$ cat config.mk
export PLATFORM = sky130hd
export DESIGN_NAME = twiddle_addr_seq
export DESIGN_NICKNAME = d
export VERILOG_FILES = /design/src/rtl/twiddle_addr_seq.sv
export SDC_FILE = /design/constraint.sdc
export NUM_CORES = 1
export LEC_CHECK = 0
export ABC_CLOCK_PERIOD_IN_PS = 7100
export CORE_MARGIN = 1.5
export CORE_UTILIZATION = 50
export DETAILED_ROUTE_END_ITERATION = 8
export PLACE_DENSITY = 0.76
export SKIP_LAST_GASP = 1
export SLEW_MARGIN = 25
export SYNTH_ARGS = -nofsm -noshare
export SYNTH_HDL_FRONTEND = slang
export SYNTH_SLANG_ARGS = --single-unit
$ cat constraint.sdc
create_clock -name clk -period 7.1 [get_ports clk]
set_input_delay 1.42 -clock clk [delete_from_list [all_inputs] [get_ports clk]]
set_output_delay 1.42 -clock clk [all_outputs]
set_load 0.03 [all_outputs]
$ cat src/rtl/twiddle_addr_seq.sv
// Address/strobe sequencer feeding the 4-ROM twiddle reader: issues mirrored
// address pairs per frame and a latency-matched valid/last strobe for the butterfly.
module twiddle_addr_seq #(
    parameter int ADDR_W  = 11,
    parameter int ROM_LAT = 1,
    parameter int MAX_LEN = 2048
) (
    input  logic              clk,
    input  logic              rst_n,
    input  logic              start_i,
    input  logic [ADDR_W:0]   len_i,
    input  logic              ready_i,
    output logic              rom_valid_o,
    output logic [ADDR_W-1:0] addr_col1_o,
    output logic [ADDR_W-1:0] addr_col2_o,
    output logic              tw_valid_o,
    output logic              tw_last_o,
    output logic              busy_o,
    output logic              done_o,
    output logic              err_len_o
);

    typedef enum logic [1:0] {
        S_IDLE  = 2'd0,
        S_RUN   = 2'd1,
        S_DRAIN = 2'd2,
        S_DONE  = 2'd3
    } state_t;

    localparam logic [ADDR_W:0] LEN_MAX  = (ADDR_W+1)'(MAX_LEN);
    localparam logic [ADDR_W:0] LEN_ONE  = {{ADDR_W{1'b0}}, 1'b1};
    localparam logic [ADDR_W:0] LEN_ZERO = {(ADDR_W+1){1'b0}};

    state_t              state_q, state_d;
    logic [ADDR_W:0]     len_q, len_d;
    logic [ADDR_W:0]     k_q, k_d;
    logic                rom_valid_q, rom_valid_d;
    logic                last_q, last_d;
    logic [ADDR_W-1:0]   addr1_q, addr1_d;
    logic [ADDR_W-1:0]   addr2_q, addr2_d;
    logic [ROM_LAT-1:0]  vpipe_q, vpipe_d;
    logic [ROM_LAT-1:0]  lpipe_q, lpipe_d;
    logic                busy_q, busy_d;
    logic                done_q, done_d;
    logic                err_q, err_d;

    logic                len_ok_s;
    logic                is_last_s;
    logic [ADDR_W:0]     mirror_s;

    // k never exceeds len-1 while issuing, so the mirror never underflows
    assign len_ok_s  = (len_i != LEN_ZERO) && (len_i <= LEN_MAX);
    assign is_last_s = (k_q == (len_q - LEN_ONE));
    assign mirror_s  = len_q - LEN_ONE - k_q;

    // Frame FSM: next state, issue datapath and status flags
    always_comb begin
        state_d     = state_q;
        len_d       = len_q;
        k_d         = k_q;
        rom_valid_d = 1'b0;
        last_d      = 1'b0;
        addr1_d     = addr1_q;
        addr2_d     = addr2_q;
        err_d       = 1'b0;
        case (state_q)
            S_IDLE: begin
                if (start_i) begin
                    if (len_ok_s) begin
                        len_d   = len_i;
                        k_d     = LEN_ZERO;
                        state_d = S_RUN;
                    end else begin
                        err_d   = 1'b1;
                    end
                end else begin
                    state_d = S_IDLE;
                end
            end
            S_RUN: begin
                if (ready_i) begin
                    rom_valid_d = 1'b1;
                    addr1_d     = k_q[ADDR_W-1:0];
                    addr2_d     = mirror_s[ADDR_W-1:0];
                    last_d      = is_last_s;
                    k_d         = k_q + LEN_ONE;
                    if (is_last_s) begin
                        state_d = S_DRAIN;
                    end else begin
                        state_d = S_RUN;
                    end
                end else begin
                    state_d = S_RUN;
                end
            end
            S_DRAIN: begin
                // the last flag reaching the pipe output means the final set is on the bus
                if (lpipe_q[ROM_LAT-1]) begin
                    state_d = S_DONE;
                end else begin
                    state_d = S_DRAIN;
                end
            end
            S_DONE: begin
                state_d = S_IDLE;
            end
            default: begin
                state_d = S_IDLE;
            end
        endcase
        busy_d = (state_d == S_RUN) || (state_d == S_DRAIN);
        done_d = (state_d == S_DONE);
    end

    // Latency-matching shift pipes for the valid and last strobes
    always_comb begin
        vpipe_d    = vpipe_q;
        lpipe_d    = lpipe_q;
        vpipe_d[0] = rom_valid_q;
        lpipe_d[0] = last_q;
        for (int i = 1; i < ROM_LAT; i++) begin
            vpipe_d[i] = vpipe_q[i-1];
            lpipe_d[i] = lpipe_q[i-1];
        end
    end

    // State and output registers with synchronous reset
    always_ff @(posedge clk) begin
        if (rst_n) begin
            state_q     <= S_IDLE;
            len_q       <= LEN_ZERO;
            k_q         <= LEN_ZERO;
            rom_valid_q <= 1'b0;
            last_q      <= 1'b0;
            addr1_q     <= {ADDR_W{1'b0}};
            addr2_q     <= {ADDR_W{1'b0}};
            vpipe_q     <= {ROM_LAT{1'b0}};
            lpipe_q     <= {ROM_LAT{1'b0}};
            busy_q      <= 1'b0;
            done_q      <= 1'b0;
            err_q       <= 1'b0;
        end else begin
            state_q     <= state_d;
            len_q       <= len_d;
            k_q         <= k_d;
            rom_valid_q <= rom_valid_d;
            last_q      <= last_d;
            addr1_q     <= addr1_d;
            addr2_q     <= addr2_d;
            vpipe_q     <= vpipe_d;
            lpipe_q     <= lpipe_d;
            busy_q      <= busy_d;
            done_q      <= done_d;
            err_q       <= err_d;
        end
    end

    assign rom_valid_o = rom_valid_q;
    assign addr_col1_o = addr1_q;
    assign addr_col2_o = addr2_q;
    assign tw_valid_o  = vpipe_q[ROM_LAT-1];
    assign tw_last_o   = lpipe_q[ROM_LAT-1];
    assign busy_o      = busy_q;
    assign done_o      = done_q;
    assign err_len_o   = err_q;

endmodule

==> Word level (Yosys, flattened, before mapping) <==
Index checks and enable logic that the tools add are counted.
{ "totals": {"inputBits": 16, "out_inout_bits": 28, "elab_cells": 53, "regBits": 55} }
{ "op_classes": {"magnitude_cmp": 1, "mux": 12, "bitwise": 4, "n_reduce_logical": 11, "addsub": 3, "eq_ne": 10} }
{ "op_table": {"columns": ["cell", "count"], "rows": [
  ["12-bit two-way mux", 3],
  ["12-bit one-hot mux with 2 select lines", 1],
  ["12-bit by 1-bit adder with 12-bit output, second input constant", 1],
  ["12-bit == test", 1],
  ["12-bit <= comparator, second input constant", 1],
  ["12-bit nonzero test", 1],
  ["12-bit by 1-bit subtractor with 12-bit output, second input constant", 1],
  ["11-bit subtractor", 1],
  ["2-bit == test, second input constant", 4],
  ["2-bit two-way mux", 4],
  ["2-bit one-hot mux with 4 select lines", 1],
  ["2-bit != test, second input constant", 3],
  ["3-bit OR reduction", 2],
  ["2-bit by 1-bit == test with 1-bit output, second input constant", 2],
  ["1-bit inverter", 4],
  ["4-bit AND reduction", 1],
  ["1-bit two-way mux", 3],
  ["3-bit AND reduction", 1],
  ["2-bit zero test", 1],
  ["2-bit AND reduction", 1],
  ["2-bit nonzero test", 1],
  ["2-bit OR reduction", 1],
  ["1-bit logical AND", 1],
  ["1-bit logical OR", 1]
]} }

==> Depth between registers and ports, before layout <==
Gate-level depths: netlist of run 1.
{ "logic_depth": {"ltp_word": 7, "mapped_depth": 12, "ltp_nobuf": 12} }

==> Least setup slack after synthesis of run 1 <==
OpenSTA, ideal clock, no wires.
{ "synth_path": {"path_kind": "in2reg", "start": "input port len_i[2]", "end": "register busy_q (netlist: busy_o)", "cell_stages": 8, "t_arrival_ns": 3.395, "slack_ns": 3.579, "setup_ns": 0.126, "path_cell_list": "or4_4 or4_1 buf_2 nand3_2 buf_6 nand3b_1 ha_1 nor2b_1"} }
{ "synth_between": {"elab_chain_cells": 7, "word_cells_on_any_way": 9} }
{ "synth_rtl": {"columns": ["item", "line", "text"], "rows": [
  ["start, declared", "11", "input logic [ADDR_W:0] len_i,"],
  ["12-bit <= comparator / 12-bit nonzero test (equally long branches)", "52", "assign len_ok_s = (len_i != LEN_ZERO) && (len_i <= LEN_MAX);"],
  ["1-bit logical AND *", "52", null],
  ["2-bit two-way mux *", "69", "if (len_ok_s) begin"],
  ["2-bit two-way mux *", "68", "if (start_i) begin"],
  ["2-bit one-hot mux with 4 select lines *", "66", "case (state_q)"],
  ["net state_d[0]", "34", "state_t state_q, state_d;"],
  ["2-bit by 1-bit == test with 1-bit output / 2-bit == test (equally long branches)", "111", "busy_d = (state_d == S_RUN) || (state_d == S_DRAIN);"],
  ["1-bit logical OR *", "111", null],
  ["net busy_d", "43", "logic busy_q, busy_d;"],
  ["end signal, assigned", "152", "busy_q <= busy_d;"],
  ["end, declared", "43", null]
]} }
Mark *: on every way through the listed nets, which the timed path passes. The rest lies on a longest branch.
A chain may end at the register's enable or synchronous reset.

==> Worst setup path after layout of run 1 <==
Ends and elaborated chain as after synthesis.

==> impl_metrics.yaml, run 1 <==
power_and_ir_drop:
  p_int_uw: 455
  p_switching_uw: 205
  power_uw: 660
  power_density_nw_per_um2: 193
  clkPwrFrac: 0.261
  switching_share: 0.311
  ir_drop_mv: 0.0970
  leakage_nw: 1.20
  comb_power_share: 0.246
  p_seq_frac: 0.493
sta:
  worst_slew_pin_slew_ns: 0.956
  finalHoldViolations: 0
  setup_viol: 0
  fin_crit_sh: 0.539
  skew_ns: 0.00481
  rsz0062_at_grt: "false"
  final_max_slew_viol_count: 0
  fin_crit_ns: 3.83
  fmax_mhz: 261
  max-slew-margin-rel: 0.362
  fin_tns_setup_ns: 0
place:
  numPortBuffers: 43
  place_inst: 442
  dpl.hpwl_um: 4600
  gp_congestion: 0.865
layout:
  fin_nets: 407
  final_layout_size_suffix_gt1_frac: 0.0529
  final_util: 0.618
  fillers: 516
  n_antenna_cell: 0
  area_growth_syn_to_layout_pct: 18.9
  instances_no_fill: 450
cts:
  cts_tree: "yes"
  cts.sinks: 55
  ctsHtreeMaxLevel: 2
  path_clk_slew_ns: 0.10
  cts_buffer_depth: 2
  cts_setup_buffers: 0
  post_cts_resized: 0
  postCtsHoldBufs: 0
  clk_latency_ns: 0.31
  cts_buffers: 5
  root_buffer: "clkbuf_8"
logic_synthesis:
  synthesis.nets: 370
  synth_cell_types: 51
  synthCells: 340
  ys_warn_count: 0
  async_flop_share: 0
  yosysSeqAreaShare: 0.382
  synth_ff_type: "dfxtp_1"
  synth_seq_cells: 55
  syn-cell-area_um2: 2880
  synth_edf_count: 0
  avgSynthCellArea_um2: 8.48
setup_path:
  cp_max_fo: 14
  reg2reg_depth: 11
  worstReg2RegEnd: "busy_o"
  crit_arrival_ns: 4.02
  crit_slowest_cell: "or4_1"
  reg2reg_from: "len_q[2]"
  cp-start-kind: "input port"
  crit_buf_inv: 1
  cpPeakStageDelay_ns: 0.66
  crit_type: "input port to register"
  cp_top_family: "simple AND/OR/NAND/NOR gates"
  crit_path_end_kind: "register"
  r2r_slack_ns: 4.00
  required_ns: 7.29
  path_cells: "clkdlybuf4s50_1 -> or4_4 -> or4_1 -> nand3_2 -> nand3b_1 -> ha_1 -> nor2b_1"
global_route:
  antenna_found_initial: 0
  grt_pass1_vias: 2363
  grt_overflow: 0
  track_usage: 0.215
  grt_max_degree: 49
  grt_pass1_wl_um: 10800
drt:
  wire_per_inst_um: 13.7
  top_layer_used: "met4"
  remaining_drc_errors: 0
  wirelength_um: 6180
  num_vias: 2499
  drt_iter0_drc: 83
  wl_met3_um: 221
  wl_met2_um: 2850
  wirelength_met1_um: 3020
  viasPerCell: 5.55
  dr.pass1.iters: 4
  ant_nets: 0
floorplanning:
  num_rows: 27
  dieArea_um2: 6230
  fp.dieW_um: 78.9
  initial_core_util: 0.520
  die_y_um: 78.9
  core_area_um2: 5540
  io_pins: 44
worst_hold_path:
  min_to: "tw_last_o"
  hold_depth: 1
  min_from: "last_q"
  min_path_type: "register to register"
run:
  drv_cap: 0
status:
  status: "completed"
==> metal layers <==
layer,vias up,GRT usage
met3,8,0.0391
met2,50,0.352
met4,0,0.0772
met5,-,0
li1,1289,-
met1,1152,0.285
==> final cells by class <==
type / instances / area, um^2 / share of cell area
clock inverter: 3 / 20.0 / 0.00584
tap: 72 / 90.1 / 0.0263
inverter: 15 / 56.3 / 0.0164
sequential: 55 / 1100 / 0.321
clock buffer: 5 / 68.8 / 0.0201
multi-input combinational: 256 / 1650 / 0.482
timing repair buffer: 44 / 438 / 0.128
==> cell families (layout without fill, tap and decap cells) <==
group	Yosys count	after routing	synth area share
buffers and inverters	29	67	0.0447
multiplexers	12	12	0.0417
XOR/XNOR	12	12	0.0365
adder cells (fa/ha/maj)	14	14	0.0634
flip-flops	55	55	0.382
AND/OR/NAND/NOR	136	136	0.245
AO/OA/AOI/OAI	82	82	0.187
==> metrics by stage <==
step	hold WS, ns	setup slack (ns)	cell area, um^2
3_5_place_dp	0.436	2.95	3340
4_1_cts	0.452	3.29	3430
5_1_grt	0.473	3.16	3430
6_report	0.446	3.27	3430
2_1_floorplan	0.414	3.58	2880
3_3_place_gp	0.424	2.99	3340
==> power by group through the flow <==
stage	clock network (mW)	logic, mW	registers, mW
floorplan	0	0.113	0.340
global placement	0	0.158	0.333
detailed placement	0	0.162	0.333
CTS	0.180	0.162	0.326
global route	0.190	0.183	0.327
finish	0.172	0.162	0.326
==> worst max-delay path by stage <==
| stage | startpoint | slack (ns) | cells past startpoint | to |
|---|---|---|---|---|
| after floorplan | len_i[2] | 3.58 | 8 | busy_o |
| after global placement | len_i[2] | 2.99 | 7 | busy_o |
| after detailed placement | len_i[2] | 2.95 | 7 | busy_o |
| after CTS | len_i[2] | 3.29 | 7 | busy_o |
| after global routing | len_i[2] | 3.16 | 6 | k_q[3] |
| final | len_i[2] | 3.27 | 7 | busy_o |
==> placed cells by master, fill, tap and decap left out, types with 4 or more instances in the layout <==
cell              n
dfxtp_1          55
nand2_1          43
clkdlybuf4s50_1  43
a21oi_1          32
nor2_1           25
inv_1            15
nand3_1          13
o21ai_0          13
ha_1             13
mux2i_1          12
xnor2_1           8
or3_1             8
nand3b_1          7
o31ai_1           6
nor2b_1           6
nand2b_1          6
or4_1             5
clkbuf_8          5
nor4_1            4
xor2_1            4
nor3_1            4
a211oi_1          4
o211ai_1          4
==> registers in the layout, summed over array words and instances, names as in the netlist <==
| signal | flops |
|---|---|
| addr_col2_o | 11 |
| len_q | 12 |
| tw_last_o | 1 |
| rom_valid_o | 1 |
| last_q | 1 |
| k_q | 12 |
| done_o | 1 |
| tw_valid_o | 1 |
| addr_col1_o | 11 |
| state_q | 2 |
| busy_o | 1 |
| err_len_o | 1 |
==> Yosys cell counts, types with 3 or more instances <==
library cell	instances	area, um^2
o31ai_1	6	45.0
nor2b_1	6	37.5
nand3_1	13	65.1
or4_1	5	37.5
a211oi_1	4	30.0
nand2_1	43	161
nand3b_1	7	52.6
nor2_1	25	93.8
a21o_1	3	22.5
nand2b_1	6	37.5
xnor2_1	8	70.1
nor4_1	4	25.0
mux2i_1	12	120
clkbuf_1	10	37.5
a21oi_1	32	160
o21a_1	3	22.5
o211ai_1	4	30.0
ha_1	13	163
or3_1	8	50.1
xor2_1	4	35.0
a21boi_0	3	22.5
o21ai_0	13	65.1
nor3_1	4	20.0
inv_1	15	56.3
dfxtp_1	55	1100
No activity file was read; power rests on OpenSTA's default activity.
==> run 2: changes to the inputs <==
ABC_CLOCK_PERIOD_IN_PS = 3800   (was 7100)
clock period = 3.8 ns   (was 7.1 ns; I/O delays follow)
==> impl_metrics.yaml, run 2 (synthesized netlist as in run 1, its figures left out) <==
drt:
  ant_nets: 0
  wire_per_inst_um: 13.5
  dr.pass1.iters: 4
  viasPerCell: 5.66
  wirelength_um: 6140
  remaining_drc_errors: 0
  num_vias: 2568
  drt_iter0_drc: 116
global_route:
  track_usage: 0.213
  grt_max_degree: 27
  grt_overflow: 0
  grt_pass1_vias: 2285
  antenna_found_initial: 0
  grt_pass1_wl_um: 10500
layout:
  reg.largest.list: "k_q (12), len_q (12)"
  instances_no_fill: 454
  design_area_um2: 3480
  final_common_cell: "dfxtp_1"
  fillers: 486
  final_layout_size_suffix_gt1_frac: 0.0628
  fin_nets: 411
  area_growth_syn_to_layout_pct: 20.8
  final_cell_mix: "dfxtp_1 (55), nand2_1 (43), clkdlybuf4s50_1 (43), a21oi_1 (32), nor2_1 (25)"
  n_antenna_cell: 0
cts:
  cts_buffers: 5
  cts.sinks: 55
  cts_buffer_depth: 2
  root_buffer: "clkbuf_8"
  post_cts_resized: 0
  cts_setup_buffers: 0
  cts_tree: "yes"
  clk_latency_ns: 0.31
  ctsHtreeMaxLevel: 2
  path_clk_slew_ns: 0.10
  postCtsHoldBufs: 0
floorplanning:
  die_y_um: 78.9
  initial_core_util: 0.520
  core_area_um2: 5540
  dieArea_um2: 6230
  fp.dieW_um: 78.9
  num_rows: 27
  io_pins: 44
sta:
  worst_slew_pin_slew_ns: 0.750
  fin_crit_ns: 3.13
  finalHoldViolations: 0
  holdWs_ns: 0.443
  fmax_mhz: 319
  fin_tns_setup_ns: 0
  rsz0062_at_grt: "false"
  final_max_slew_viol_count: 0
  skew_ns: 0.00853
  max-slew-margin-rel: 0.499
  setup_viol: 0
  fin_crit_sh: 0.825
setup_path:
  crit_slowest_cell: "nor4_1"
  cp-start-kind: "register"
  path_cells: "nor4_1 -> nand2_1 -> nor4_1 -> xor2_1 -> ha_1 -> nand2_1 -> nor3_1 -> nand3_1 -> o21ai_0 -> ha_1 -> nor2b_1"
  crit_arrival_ns: 3.31
  crit_path_end_kind: "register"
  required_ns: 3.98
  cpPeakStageDelay_ns: 0.57
  crit_type: "register to register"
  cp_max_fo: 5
power_and_ir_drop:
  leakage_nw: 1.24
  power_density_nw_per_um2: 375
  ir_drop_mv: 0.214
place:
  numPortBuffers: 43
  place_inst: 446
  dpl.hpwl_um: 4750
  detailed_place.area_um2: 3370
  gp_congestion: 0.830
worst_hold_path:
  min_path_type: "register to register"
run:
  drv_cap: 0
status:
  status: "completed"
## run 2: cell types whose count changed in the layout (fill, tap and decap cells not counted)
cell and delta:
clkinv_4 +1, clkinvlp_4 -2, bufinv_16 +1, buf_4 +4
## run 2: metal layers
layer,GRT usage,wire length [um],vias up,part of all wire
met3,0.0310,292,4,0.048
met4,0.0912,48,0,0.0078
li1,-,-,1296,-
met1,0.292,2950,1207,0.48
met5,0,0,-,0
met2,0.334,2850,61,0.46
## run 2: power breakdown
group          leakage (nW)  internal (mW)  switching, mW
Combinational         0.735          0.131          0.174
Sequential            0.446          0.593         0.0158
Clock                0.0581          0.197          0.195
Total                  1.24          0.921          0.385
## run 2: final timing paths
path,from,end,slack [ns],cells after the start
max,len_q[2],busy_o,0.67,11
min,last_q,tw_last_o,0.44,1
max reg2reg,len_q[2],busy_o,0.67,11
min reg2reg,last_q,tw_last_o,0.44,1
## run 2: worst max-delay path, delay by kind of cell, from the launching register on
| family | cells | cell delay (ns) |
|---|---|---|
| and+or+nand+nor | 7 | 1.69 |
| adders and majority gates | 2 | 0.62 |
| DFF | 1 | 0.38 |
| AOI/OAI and AO/OA | 1 | 0.20 |
| xor gates and xnor gates | 1 | 0.11 |
## run 2: layout make-up
type                       count  area, um^2  share of cell area
sequential                    55        1100               0.316
timing repair buffer          48         468               0.134
clock buffer                   5        68.8              0.0198
multi-input combinational    256        1650               0.475
inverter                      15        56.3              0.0162
tap                           72        90.1              0.0259
clock inverter                 3        43.8              0.0126
## run 2: per-stage QoR
| stage | setup WS [ns] | utilization | total power, mW |
|---|---|---|---|
| after floorplan | 0.939 | - | 0.846 |
| after global placement | 0.484 | 0.608 | 0.921 |
| after global routing | 0.384 | 0.628 | 1.37 |
| after detailed placement | 0.450 | 0.608 | 0.927 |
| final | 0.665 | 0.628 | 1.31 |
| after CTS | 0.636 | 0.628 | 1.31 |
